<file path="config.mk">
export PLATFORM = sky130hd
export DESIGN_NAME = lms_conv_monitor
export DESIGN_NICKNAME = d
export VERILOG_FILES = /design/src/rtl/lms_conv_monitor.sv
export SDC_FILE = /design/constraint.sdc
export NUM_CORES = 1
export LEC_CHECK = 0
export CAP_MARGIN = 0
export CORE_ASPECT_RATIO = 1.1
export CORE_UTILIZATION = 50
export CTS_BUF_LIST = sky130_fd_sc_hd__clkbuf_8
export DETAILED_ROUTE_END_ITERATION = 6
export PLACE_DENSITY = 0.73
export SLEW_MARGIN = 25
export SYNTH_ARGS = -nofsm -noshare
export SYNTH_HDL_FRONTEND = slang
export SYNTH_SLANG_ARGS = --single-unit
</file>
<file path="constraint.sdc">
create_clock -name clk -period 8.7 [get_ports clk]
set_input_delay 1.305 -clock clk [delete_from_list [all_inputs] [get_ports clk]]
set_output_delay 1.305 -clock clk [all_outputs]
set_load 0.1 [all_outputs]
</file>
<file path="src/rtl/lms_conv_monitor.sv">
// Windowed mean-square-error monitor for the LMS filter error stream, with a
// hysteretic lock state machine (WARMUP -> UNLOCKED <-> LOCKED).
module lms_conv_monitor #(
  parameter int unsigned WIN_LOG2 = 4,
  parameter int unsigned SKIP_WIN = 4,
  parameter int unsigned LOCK_WIN = 3
) (
  input  logic        clk,
  input  logic        reset,
  input  logic        restart,
  input  logic        en,
  input  logic [15:0] e,
  input  logic [31:0] thr_lock,
  input  logic [31:0] thr_unlock,
  output logic [31:0] mse,
  output logic        mse_valid,
  output logic        converged,
  output logic        lock_lost,
  output logic [1:0]  state,
  output logic [15:0] win_count
);

  localparam int unsigned AccW = 32 + WIN_LOG2;
  localparam logic [15:0] SkipW = 16'(SKIP_WIN);
  localparam logic [15:0] LockW = 16'(LOCK_WIN);

  typedef enum logic [1:0] {
    StWarmup   = 2'd0,
    StUnlocked = 2'd1,
    StLocked   = 2'd2
  } state_e;

  localparam state_e StInit = (SKIP_WIN == 0) ? StUnlocked : StWarmup;

  logic signed [31:0] e_ext;
  logic [31:0]        sq_q;
  logic               sq_v_q;

  logic [WIN_LOG2-1:0] cnt_q, cnt_d;
  logic [AccW-1:0]     acc_q, acc_d, acc_sum;
  logic [31:0]         mse_q, mse_d, mse_new;
  logic                mse_valid_q, mse_valid_d;
  logic                lock_lost_q, lock_lost_d;
  state_e              state_q, state_d;
  logic [15:0]         win_q, win_d;
  logic [15:0]         skip_q, skip_d;
  logic [15:0]         lock_q, lock_d;

  assign e_ext = 32'(signed'(e));

  // Stage 1: square the error sample; |e|^2 <= 2^30 always fits.
  always_ff @(posedge clk) begin
    if (reset || restart) begin
      sq_v_q <= 1'b0;
      sq_q   <= '0;
    end else begin
      sq_v_q <= en;
      if (en) begin
        sq_q <= e_ext * e_ext;
      end
    end
  end

  assign acc_sum = acc_q + AccW'(sq_q);
  assign mse_new = acc_sum[WIN_LOG2 +: 32];

  // Stage 2: accumulate, close windows and step the lock FSM on each close.
  always_comb begin
    cnt_d       = cnt_q;
    acc_d       = acc_q;
    mse_d       = mse_q;
    mse_valid_d = 1'b0;
    lock_lost_d = 1'b0;
    state_d     = state_q;
    win_d       = win_q;
    skip_d      = skip_q;
    lock_d      = lock_q;

    if (restart) begin
      cnt_d   = '0;
      acc_d   = '0;
      state_d = StInit;
      win_d   = '0;
      skip_d  = '0;
      lock_d  = '0;
    end else if (sq_v_q) begin
      if (&cnt_q) begin
        cnt_d       = '0;
        acc_d       = '0;
        mse_d       = mse_new;
        mse_valid_d = 1'b1;
        win_d       = (win_q == 16'hFFFF) ? win_q : win_q + 16'd1;
        unique case (state_q)
          StWarmup: begin
            skip_d = skip_q + 16'd1;
            if (skip_d == SkipW) begin
              state_d = StUnlocked;
              lock_d  = '0;
            end
          end
          StUnlocked: begin
            lock_d = (mse_new < thr_lock) ? lock_q + 16'd1 : 16'd0;
            if (lock_d == LockW) begin
              state_d = StLocked;
              lock_d  = '0;
            end
          end
          StLocked: begin
            if (mse_new > thr_unlock) begin
              state_d     = StUnlocked;
              lock_d      = '0;
              lock_lost_d = 1'b1;
            end
          end
          default: state_d = StInit;
        endcase
      end else begin
        cnt_d = cnt_q + 1'b1;
        acc_d = acc_sum;
      end
    end
  end

  always_ff @(posedge clk) begin
    if (reset) begin
      cnt_q       <= '0;
      acc_q       <= '0;
      mse_q       <= '0;
      mse_valid_q <= 1'b0;
      lock_lost_q <= 1'b0;
      state_q     <= StInit;
      win_q       <= '0;
      skip_q      <= '0;
      lock_q      <= '0;
    end else begin
      cnt_q       <= cnt_d;
      acc_q       <= acc_d;
      mse_q       <= mse_d;
      mse_valid_q <= mse_valid_d;
      lock_lost_q <= lock_lost_d;
      state_q     <= state_d;
      win_q       <= win_d;
      skip_q      <= skip_d;
      lock_q      <= lock_d;
    end
  end

  assign mse       = mse_q;
  assign mse_valid = mse_valid_q;
  assign converged = (state_q == StLocked);
  assign lock_lost = lock_lost_q;
  assign state     = state_q;
  assign win_count = win_q;

endmodule

</file>
==> flow_metrics.tcl <==
set metrics [dict create \
    multi_input_area_um2 14200 \
    critical_path.slowest_cell "fa_1" \
    numCtsBuffers 17 \
    synth_cells 2244 \
    status "finished, final reports clean" \
    fin_cells 2847 \
    yosysWarnings 0 \
    ir_worst_vdd_mv 0.598 \
    ant_nets 0 \
    yosys-top-cells-area "fa_1 25%, dfxtp_1 16%, ha_1 12%" \
    drtPass1Iterations 5 \
    final_cell_mix "418 x inv_1, 239 x fa_1, 187 x ha_1" \
    dp.cells 2815 \
    grt_pass1_wl_mm 79.8 \
    drt-total-wl_mm 46.2 \
    htreeDepth 4 \
    grt_max_degree 58 \
    post-route-min-period_ps 7720 \
    ctsResizeCount 0 \
    portBuffers 136 \
    drc 0 \
    rsz0062_at_grt "no" \
    worstMarginPinSlew_ps 1050 \
    post-dp-hpwl_mm 37.6 \
    end_kind "register" \
    clk_latency_ps 470 \
    io_pins 137 \
    std_cell_rows 74 \
    gp_congestion 0.922 \
    skew_ps 16.5 \
    cp_top_family "adder cells" \
    finalPower_mw 7.86 \
    worstPathRequired_ps 9110 \
    critPathMaxFanout 11 \
    grt_pass1_vias 16800 \
    clock-sinks 156 \
    vias 15800 \
    slowest_delay_ps 850 \
    die-area_um2 39100 \
    synth_nets 2754 \
    fin_setup_tns_ps 0 \
    die_y_um 207 \
    insertedDiodeCount 0 \
    synth-async-reset-ratio_pct 0 \
    area.sequential_um2 3120 \
    cts-root-buf "clkbuf_8" \
    ys.flop_type "dfxtp_1" \
    fin_crit_sh_pct 88.7 \
    avgSynthCellArea_um2 8.54 \
    ys_types 77 \
    final-setup-viol-count 0 \
    start_util_pct 51.1 \
    gr-total-overflow 0 \
    die_w_um 189 \
    hold_violations 0 \
    final_common_cell "inv_1" \
    maxSlewViolCount 0 \
    crit_top_cell "fa_1" \
    path_class "input pin to register" \
    arrival_ps 8130 \
    p_per_area_nw_per_um2 368 \
    drt-initial-drc-count 730 \
    fmax_mhz 130 \
    p_leak_nw 10.2 \
    path_clk_slew_ps 100 \
    relSlewSlack_pct 29.9 \
    cts_max_path_buffers 2 \
    synth_area_um2 19200 \
    wl_per_cell_um 16.2 \
    grt_usage_pct 24.9 \
    max_cap_violations 0 \
    ys_ff_latch 156 \
    synth.top_cell.area_share_pct 25.0 \
    coreArea_um2 37500 \
    fillers 3357 \
    crit_path_start_kind "input pin" \
    via_per_inst 5.56 \
    tritoncts "yes" \
    fin_util_pct 57.0 \
    finalNetCount 2850 \
    min_path_type "register to register" \
    synth_largest_area_cell "fa_1" \
    drive_gt1_share_pct 3.48 \
    path_buf_inv 6 \
    holdBufCountCts 0 \
    yosysSeqAreaShare_pct 16.3 \
    antenna_found_initial 1 \
    cts_setup_buffers 0 \
    area_delta_synth_final_pct 11.6 \
    path_cells "clkdlybuf4s50_1 > inv_2 > nor2_1 > fa_1 > fa_1 > inv_1 > fa_1 > fa_1 > inv_1 > fa_1 > inv_1 > fa_1 > inv_1 > ha_1 > nor2b_1 > o21ai_0 > nand2b_1 > a21oi_1 > a21oi_1 > or4_1 > nand3_1" \
    synth_edf_count 0 \
]
## Yosys cell counts, types with 10 or more instances
cell type,instances
and2_1,59
a22o_1,14
nor2_1,150
ha_1,187
inv_1,418
nor3_1,42
and4_1,13
dfxtp_1,156
or3_1,17
a21o_1,41
nand2_1,185
o21ai_0,48
a32o_1,14
nand3_1,51
and3_1,26
o21a_1,16
nor2b_1,12
nor4_1,10
fa_1,239
o211ai_1,16
o22ai_1,15
a21oi_1,108
xor2_1,34
nand4_1,33
nand2b_1,14
nor3b_1,10
a211oi_1,16
xnor2_1,54
clkbuf_1,68
a31oi_1,19
a22oi_1,15
mux2i_1,24
## worst min-delay path, delay by kind of cell, from the launching register on
kind             cells  cell delay (ps)
AO/OA/AOI/OAI        1               50
flip-flops           1              320
AND/OR/NAND/NOR      1               50
## stage by stage
step / cell area, µm² / hold slack, ps / worst slack [ps]
5_1_grt: 21400 / 481 / 556
4_1_cts: 21400 / 462 / 972
6_report: 21400 / 458 / 980
3_3_place_gp: 21000 / 443 / 708
3_5_place_dp: 21000 / 449 / 504
2_1_floorplan: 19200 / 429 / 1340
## worst paths after layout
check	cells past startpoint	start	slack, ps	to
setup / recovery	21	e[15]	980	sq_q[29]$_SDFFE_PP0P_
hold / removal	2	mse[8]$_SDFFE_PP0P_	460	mse[8]$_SDFFE_PP0P_
setup reg to reg	16	sq_q[12]$_SDFFE_PP0P_	2740	lock_q[13]$_SDFFE_PP0P_
hold reg to reg	2	mse[8]$_SDFFE_PP0P_	460	mse[8]$_SDFFE_PP0P_
## layer usage
layer / part of all wire, % / vias to the layer above / global-route usage, %
met3: 3.5 / 84 / 2.64
met4: 2.5 / 0 / 7.31
met1: 40 / 7815 / 29.2
met2: 54 / 313 / 47.1
li1: - / 7625 / -
met5: 0 / - / 0
## area by class of cell
type / instances / area share [%]
clock inverters: 15 / 0.825
flip-flops and latches: 156 / 14.6
inverters: 420 / 7.37
multi-input cells: 1589 / 66.2
clock buffers: 17 / 1.09
repair buffers: 156 / 7.04
well taps: 494 / 2.89
## power by group
group | switching, mW | leakage (nW) | internal, mW
Sequential | 0.0198 | 1.26 | 0.751
Clock | 0.318 | 0.201 | 0.266
Combinational | 3.74 | 8.76 | 2.77
## flip-flops by register name, summed over array words and instances (netlist names)
register,flops
acc_q,36
mse,32
sq_q,31
lock_q,16
skip_q,16
win_count,16
cnt_q,4
state,2
lock_lost,1
mse_valid,1
sq_v_q,1
## cells by family after synthesis
kind of cell,share of synthesized area (%)
adder cells (fa/ha/maj),37.2
AND/OR/NAND/NOR,16.9
AO/OA/AOI/OAI,14.2
buffers and inverters,9.88
multiplexers,1.37
flip-flops,16.3
XOR/XNOR,4.14
(Power assumes the default switching activity.)
